$ cat src/rtl/plugboard_config.sv
// rtl/plugboard_config.sv - Enigma plugboard: programmable involutive swap table with registered lookups
module plugboard_config #(
    parameter int N_LETTERS = 26,
    parameter int CW        = 5,
    parameter int MAX_PAIRS = 10
) (
    input  logic          clk,
    input  logic          rst_n,
    input  logic          key_valid,
    input  logic [CW-1:0] key_code,
    input  logic          clear,
    input  logic          lookup_valid,
    input  logic [CW-1:0] lookup_in,
    output logic          lookup_ready,
    output logic          lookup_vout,
    output logic [CW-1:0] lookup_out,
    output logic          pending,
    output logic [3:0]    pair_count,
    output logic          err
);

    typedef enum logic [1:0] {
        IDLE        = 2'd0,
        WAIT_SECOND = 2'd1,
        CLEARING    = 2'd2
    } state_t;

    state_t        r_state;
    state_t        w_next;
    logic [CW-1:0] r_tab [N_LETTERS];
    logic [CW-1:0] r_first;
    logic [CW-1:0] r_idx;
    logic [3:0]    r_pair_count;
    logic          r_err;
    logic          r_vout;
    logic [CW-1:0] r_out;

    logic [CW-1:0] w_key_map;
    logic [CW-1:0] w_idx_map;
    logic [CW-1:0] w_lk_map;
    logic          w_key_ok;
    logic          w_lk_ok;
    logic          w_ready;
    logic          w_wa;
    logic [CW-1:0] w_wa_idx;
    logic [CW-1:0] w_wa_val;
    logic          w_wb;
    logic [CW-1:0] w_wb_idx;
    logic [CW-1:0] w_wb_val;
    logic          w_first_load;
    logic          w_pc_inc;
    logic          w_pc_dec;
    logic          w_pc_zero;
    logic          w_key_err;
    logic          w_err;

    assign w_key_ok = key_code < CW'(N_LETTERS);
    assign w_lk_ok  = lookup_in < CW'(N_LETTERS);
    assign w_ready  = (r_state != CLEARING);

    // Mux-style table reads keep out-of-range codes from ever indexing the array
    always_comb begin
        w_key_map = key_code;
        w_idx_map = r_idx;
        w_lk_map  = lookup_in;
        for (int i = 0; i < N_LETTERS; i++) begin
            if (key_code == CW'(i))  w_key_map = r_tab[i];
            if (r_idx == CW'(i))     w_idx_map = r_tab[i];
            if (lookup_in == CW'(i)) w_lk_map  = r_tab[i];
        end
    end

    always_comb begin
        w_next       = r_state;
        w_wa         = 1'b0;
        w_wa_idx     = '0;
        w_wa_val     = '0;
        w_wb         = 1'b0;
        w_wb_idx     = '0;
        w_wb_val     = '0;
        w_first_load = 1'b0;
        w_pc_inc     = 1'b0;
        w_pc_dec     = 1'b0;
        w_pc_zero    = 1'b0;
        w_key_err    = 1'b0;
        case (r_state)
            IDLE: begin
                if (clear) begin
                    w_next = CLEARING;
                end else if (key_valid) begin
                    if (!w_key_ok) begin
                        w_key_err = 1'b1;
                    end else if (w_key_map != key_code) begin
                        w_wa     = 1'b1;
                        w_wa_idx = key_code;
                        w_wa_val = key_code;
                        w_wb     = 1'b1;
                        w_wb_idx = w_key_map;
                        w_wb_val = w_key_map;
                        w_pc_dec = 1'b1;
                    end else if (r_pair_count == 4'(MAX_PAIRS)) begin
                        w_key_err = 1'b1;
                    end else begin
                        w_first_load = 1'b1;
                        w_next       = WAIT_SECOND;
                    end
                end
            end
            WAIT_SECOND: begin
                if (clear) begin
                    w_next = CLEARING;
                end else if (key_valid) begin
                    w_next = IDLE;
                    if (key_code == r_first) begin
                        w_next = IDLE;
                    end else if (!w_key_ok || w_key_map != key_code) begin
                        w_key_err = 1'b1;
                    end else begin
                        w_wa     = 1'b1;
                        w_wa_idx = r_first;
                        w_wa_val = key_code;
                        w_wb     = 1'b1;
                        w_wb_idx = key_code;
                        w_wb_val = r_first;
                        w_pc_inc = 1'b1;
                    end
                end
            end
            CLEARING: begin
                // Unplug the whole pair at the index so the table stays involutive mid-clear
                w_wa     = 1'b1;
                w_wa_idx = r_idx;
                w_wa_val = r_idx;
                w_wb     = 1'b1;
                w_wb_idx = w_idx_map;
                w_wb_val = w_idx_map;
                if (!clear && r_idx == CW'(N_LETTERS - 1)) begin
                    w_next    = IDLE;
                    w_pc_zero = 1'b1;
                end
            end
            default: w_next = IDLE;
        endcase
    end

    assign w_err = w_key_err | (lookup_valid & (!w_ready | !w_lk_ok));

    always_ff @(posedge clk or negedge rst_n) begin
        if (!rst_n) begin
            r_state      <= IDLE;
            r_first      <= '0;
            r_idx        <= '0;
            r_pair_count <= '0;
            r_err        <= 1'b0;
            r_vout       <= 1'b0;
            r_out        <= '0;
            for (int i = 0; i < N_LETTERS; i++) r_tab[i] <= CW'(i);
        end else begin
            r_state <= w_next;
            r_err   <= w_err;
            if (w_first_load) r_first <= key_code;
            if (clear)                   r_idx <= '0;
            else if (r_state == CLEARING) r_idx <= r_idx + CW'(1);
            if (w_pc_zero)     r_pair_count <= '0;
            else if (w_pc_inc) r_pair_count <= r_pair_count + 4'd1;
            else if (w_pc_dec) r_pair_count <= r_pair_count - 4'd1;
            for (int i = 0; i < N_LETTERS; i++) begin
                if (w_wa && w_wa_idx == CW'(i)) r_tab[i] <= w_wa_val;
                if (w_wb && w_wb_idx == CW'(i)) r_tab[i] <= w_wb_val;
            end
            r_vout <= lookup_valid & w_ready;
            if (lookup_valid && w_ready) r_out <= w_lk_ok ? w_lk_map : lookup_in;
        end
    end

    assign lookup_ready = w_ready;
    assign lookup_vout  = r_vout;
    assign lookup_out   = r_out;
    assign pending      = (r_state == WAIT_SECOND);
    assign pair_count   = r_pair_count;
    assign err          = r_err;

endmodule

$ cat config.mk
export PLATFORM = sky130hd
export DESIGN_NAME = plugboard_config
export DESIGN_NICKNAME = d
export VERILOG_FILES = /design/src/rtl/plugboard_config.sv
export SDC_FILE = /design/constraint.sdc
export NUM_CORES = 1
export LEC_CHECK = 0
export ABC_AREA = 1
export CAP_MARGIN = 25
export CORE_MARGIN = 2
export CORE_UTILIZATION = 40
export DETAILED_ROUTE_END_ITERATION = 6
export PLACE_DENSITY = 0.61
export SYNTH_ARGS = -nofsm -noshare
export SYNTH_HDL_FRONTEND = slang
export SYNTH_SLANG_ARGS = --single-unit
$ cat constraint.sdc
create_clock -name clk -period 3.74 [get_ports clk]
set_clock_uncertainty 0.15 [all_clocks]
set_input_delay 0.748 -clock clk [delete_from_list [all_inputs] [get_ports clk]]
set_output_delay 0.748 -clock clk [all_outputs]
set_load 0.02 [all_outputs]
Word-level counts from Yosys, hierarchy flattened:

Index checks and enable logic that the tools add are counted.

* reduce and logical (&&, ||, !) cells: 94
* equal/unequal tests: 137
* order comparisons: 2
* muxes and demuxes: 194
* bitwise gates (word level): 4
* $add $sub $neg: 3

Operators with widths (count)
* 5-bit 2-to-1 mux: 149
* 5-bit equality test, second input constant: 50
* 5-bit by 4-bit equality test with 1-bit output, second input constant: 40
* 5-bit by 3-bit equality test with 1-bit output, second input constant: 20
* 5-bit one-hot mux with 3 select lines: 4
* 1-bit logical AND: 54
* 2-bit nonzero test: 27
* 5-bit by 2-bit equality test with 1-bit output, second input constant: 10
* 1-bit 2-to-1 mux: 27
* 5-bit by 1-bit equality test with 1-bit output, second input constant: 5
* 5-bit zero test: 5
* 2-bit 2-to-1 mux: 8
* 3-bit inequality test, second input constant: 5
* 4-bit 2-to-1 mux: 3
* 5-bit < comparator, second input constant: 2
* 2-bit one-hot mux with 3 select lines: 1
* 6-bit AND reduction: 1
* 5-bit by 1-bit adder with 5-bit output, second input constant: 1
* 5-bit equality test: 1
* 5-bit inequality test: 1
* 4-bit by 1-bit adder with 4-bit output, second input constant: 1
* 4-bit equality test, second input constant: 1
* 1-bit zero test: 4
* 2-bit inequality test, second input constant: 2
* 10 further kinds: 12

* flip-flop bits (word level): 153

Longest topological paths before layout:

* word-level depth: 38
* depth in mapped cells: 46
* gate-level depth less buffers: 46

Worst setup path after synthesis:

OpenSTA, ideal clock, no wires.

* kind: input to register
* start: in key_code[3]
* end: reg r_pair_count[3], in the netlist pair_count[3]
* stages: 34
* setup slack: -0.300 ns
* data arrival time: 3.764 ns
* library setup time: 0.126 ns
* path buffers: 2
* cell sequence: buf_4 -> inv_2 -> nor2_1 -> inv_2 -> nor2_2 -> inv_2 -> or2_2 -> nand2_1 -> nand2_1 -> nand2_1 -> nand2_1 -> nand2_1 -> nand2_1 -> nand2_1 -> nand2_1 -> nand2_1 -> nand2_1 -> nand2_1 -> nand2_1 -> nand2_1 -> nand2_1 -> nand2_1 -> nand2_1 -> nand2_1 -> nand2_1 -> nand2_2 -> nand4_2 -> buf_6 -> ha_1 -> a21oi_1 -> nand2_1 -> xor2_1 -> xor2_1 -> o22ai_1

* cells in the longest elaborated chain, start to end: 36

Ends and longest elaborated chain
* start: declaration: line 10 `input logic [CW-1:0] key_code,`
* 5-bit zero test: line 67 `if (key_code == CW'(i)) w_key_map = r_tab[i];`
* 5-bit 2-to-1 mux (26 in a row): line 67
* 5-bit inequality test: line 93, 116
* 1-bit logical OR: line 116 `end else if (!w_key_ok || w_key_map != key_code) begin`
* 1-bit 2-to-1 mux: line 116
* 1-bit 2-to-1 mux: line 114 `if (key_code == r_first) begin`
* 1-bit 2-to-1 mux: line 112 `end else if (key_valid) begin`
* 1-bit 2-to-1 mux: line 110 `if (clear) begin`
* 1-bit 2-to-1 mux: line 86 `case (r_state)`
* 4-bit 2-to-1 mux: line 165 `else if (w_pc_inc) r_pair_count <= r_pair_count + 4'd1;`
* 4-bit 2-to-1 mux: line 164 `if (w_pc_zero) r_pair_count <= '0;`
* end signal: assignment: line 165
* end signal: assignment: line 166 `else if (w_pc_dec) r_pair_count <= r_pair_count - 4'd1;`
* end: declaration: line 33 `logic [3:0] r_pair_count;`

Several ways; a longest one is shown, not always the timed one.
A chain may end at the register's enable or synchronous reset.

Worst setup path after layout:

* start: in key_code[0]
* end: reg r_tab[110] in the netlist's numbering

* cells in the longest elaborated chain, start to end: 37

Ends and longest elaborated chain
* 5-bit zero test: line 67
* 5-bit 2-to-1 mux (26 in a row): line 67
* 5-bit inequality test: line 93, 116
* 1-bit logical OR: line 116
* 5-bit 2-to-1 mux: line 116
* 5-bit 2-to-1 mux: line 114
* 5-bit 2-to-1 mux: line 112
* 5-bit 2-to-1 mux: line 110
* 5-bit one-hot mux with 3 select lines: line 86
* 5-bit by 2-bit equality test with 1-bit output, on equally long branches: line 169, 168
* 1-bit logical AND, on equally long branches: line 169, 168
* 5-bit 2-to-1 mux / 2-bit nonzero test (equally long branches)
* end signal: indexed assignment: line 168 `if (w_wa && w_wa_idx == CW'(i)) r_tab[i] <= w_wa_val;`
* end signal: indexed assignment: line 169 `if (w_wb && w_wb_idx == CW'(i)) r_tab[i] <= w_wb_val;`
* end: declaration: line 30 `logic [CW-1:0] r_tab [N_LETTERS];`

Several ways; a longest one is shown, not always the timed one. The select of a mux whose other input is x is not followed.

==> impl_metrics.csv <==
group,metric,value,unit
power,p_per_area,719,nW/um2
timing,hold_viol_final,0,
power,peakVddDrop,0.707,mV
power,swShare,49.4,%
timing,period_share,119,%
setup_path,cpMostUsedCell,"nand2_1",
power,pwr-share-seq,20.2,%
die,fp.dieH,189,um
timing,rsz0062_at_grt,"true",
synthesis,netlist-cell-type-count,46,
clock_network,clk_pin_slew,70,ps
clock_network,clkLatencyLatePin,460,ps
die,core,33600,um2
global_routing,overflow,0,
power,power_frac_comb,68.2,%
synthesis,syn_avg_cell_area,5.99,um2
routing,dr.pass1.iters,6,
routing,drt_wl_total,64700,um
timing,maxSlewViolCount,0,
place,hpwl,49600,um
power,p_sw,7.32,mW
setup_path,path_class,"input pin to register",
place,dp.cells,3085,
timing,tns,-85410,ps
run_status,outcome,"finished with violations",
global_routing,grt_pass1_vias,16100,
routing,drtIter0Drc,1869,
synthesis,synth_nets,2305,
timing,fmax,224,MHz
timing,fin_hold_ws,173,ps
synthesis,synth_area,13700,um2
finish,fin_area,20600,um2
synthesis,ys.flop_type,"dfrtp_1",
setup_path,crit_fanout,6,
clock_network,cts_buffers,17,
setup_path,critPathMaxStageDelay,220,ps
run,drv_cap,0,
timing,fin_ws,-720,ps
routing,postRouteAntennaNets,0,
timing,fin_crit,4460,ps
routing,wl_per_cell,20.2,um
setup_path,r2r-start,"r_idx[2]$_DFFE_PN0P_",
clock_network,cts_hold_buf,0,
setup_path,rrSetupSlack,-660,ps
synthesis,synth_edf_count,0,
die,io_pins,28,
die,die_area,35700,um2
setup_path,crit_required,3990,ps
timing,finalSetupViolCount,145,
routing,vias,17200,
clock_network,cts-root-buf,"clkbuf_16",
setup_path,slowest_stage,"nor2_4",
power,internal-power,7.48,mW
finish,nets,2756,
setup_path,crit_end,"r_tab[110]$_DFFE_PN1P_",
global_routing,grt_max_degree,68,
global_routing,antenna_found_initial,0,
finish,layout-drive-gt1-share,36.7,%
synthesis,synthCells,2282,
place,port_buffers,27,
clock_network,cts.htree.levels,4,
clock_network,clock_path_buffers,2,
routing,drc,0,
global_routing,grt_use_total,36.0,%
timing,worst_pin_slew,900,ps
die,start_util,40.6,%
die,dieWidth,189,um
setup_path,cp-startpoint,"key_code[0]",
finish,final_common_cell,"nand2_1",
synthesis,ys_async_sr_fraction,100,%
clock_network,cts.sinks,153,
power,clock_power_share,11.6,%
setup_path,r2r-end,"r_tab[36]$_DFFE_PN1P_",
finish,diodes,0,
setup_path,ff2ff_path_depth,33,
global_routing,grt_pass1_wl,96000,um
worst_hold_path,hp-class,"input pin to async pin",
setup_path,start_kind,"input pin",
finish,finalNonFillerCells,3194,
routing,vias_per_cell,5.37,
timing,timing.slew.headroom,39.4,%
run_status,violations,"setup timing",
synthesis,ys_ff_latch,153,
die,rows,67,
clock_network,cts_tree,"built",
place,place_ws,-1820,ps
place,placed_cell_area,17600,um2
setup_path,cp-end-kind,"register",
finish,layout_common_cells,"nand2_1 (707), buf_4 (343), inv_1 (306)",
power,leakage,9.97,nW
finish,area_growth,50.6,%
setup_path,worstPathArrival,4710,ps
synthesis,yosys_warnings,0,
place,gp_congestion,1.03,
synthesis,yosysSeqAreaShare,28.5,%
critical path: cells and delay by family:
family,cells,cell delay [ps]
buf+inv,5,600
compound gates,1,140
simple gates,30,3220
synthesized netlist by cell type, types with 7 or more instances:
cell      count  area, um2
nand2_1     821       3080
nand3_1     345       1730
inv_1       324       1220
nor2_1      133        499
o21ai_0     117        586
dfrtp_1      96       2400
dfstp_2      57       1500
nand2_2      47        294
inv_2        41        154
nor2_2       29        181
nor2_4       27        304
nand4_1      26        163
a21oi_1      24        120
clkbuf_1     19       71.3
o21ai_1      19       95.1
clkinv_1     15       56.3
nand2_4      14        158
nor3_1       13       65.1
buf_2        12       60.1
or2_2        12       75.1
nand3_2      11        110
o211ai_1      9       67.6
buf_6         8       90.1
ha_1          7       87.6
o22ai_1       7       43.8
registers in the layout, indices dropped and copies added (netlist names):
signal and cells:
lookup_vout 1, pair_count 4, err 1, r_idx 5
r_state 2, r_first 5, lookup_out 5, r_tab 130
final cells by class:
| class | instances | area (um2) |
|---|---|---|
| Multi-Input combinational cell | 1710 | 9710 |
| Clock buffer | 25 | 485 |
| Clock inverter | 7 | 70.1 |
| Sequential cell | 153 | 3900 |
| Inverter | 381 | 1500 |
| Tap cell | 448 | 561 |
| Timing Repair Buffer | 470 | 4350 |
| Fill cell | 3115 | 13000 |
logic make-up (layout without fill, tap and decap cells):
family / Yosys count / in the layout / share of synthesized area (%)
multiplexers: 1 / 1 / 0.0733
XOR/XNOR: 3 / 3 / 0.192
AO/OA/AOI/OAI: 201 / 201 / 8.17
buffers and inverters: 425 / 883 / 12.4
adder cells (fa/ha/maj): 8 / 8 / 0.788
AND/OR/NAND/NOR: 1491 / 1497 / 49.9
flip-flops: 153 / 153 / 28.5
stage by stage:
stage / util [%] / power [mW]
after floorplan: - / 6.85
after global routing: 61.2 / 15.5
after detailed placement: 52.5 / 10.6
after CTS: 59.2 / 14.0
after global placement: 52.5 / 10.5
final: 61.2 / 14.8
worst min path at each step:
stage                     slack, ps                         to
after detailed placement        320     r_tab[124]$_DFFE_PN0P_
after global routing            200  pair_count[1]$_DFFE_PN0P_
final                           170  pair_count[1]$_DFFE_PN0P_
after CTS                       180  pair_count[1]$_DFFE_PN0P_
after global placement          320     r_tab[124]$_DFFE_PN0P_
after floorplan                 300              err$_DFF_PN0_
power by group through the flow:
stage | clock (mW) | sequential [mW] | combinational [mW]
6_report | 1.72 | 2.98 | 10.1
4_1_cts | 1.74 | 2.95 | 9.29
3_5_place_dp | 0 | 2.96 | 7.65
5_1_grt | 1.80 | 3.03 | 10.6
3_3_place_gp | 0 | 2.96 | 7.58
2_1_floorplan | 0 | 2.83 | 4.02
timing repair:
action | in CTS | in global routing
cloned | 8 | 2
pin swaps | 138 | 108
resized for setup | 322 | 140
setup endpoints to repair | 145 | 146
buffers inserted | 54 | 17
metal layers:
metal / up-vias / GRT usage, % / part of all wire (%)
met1: 8030 / 48.2 / 42
met4: 0 / 17.2 / 5.1
met2: 837 / 56.9 / 45
met3: 173 / 5.33 / 8.2
li1: 8125 / - / -
met5: - / 0 / 0
Power figures use the tool's default switching activity.
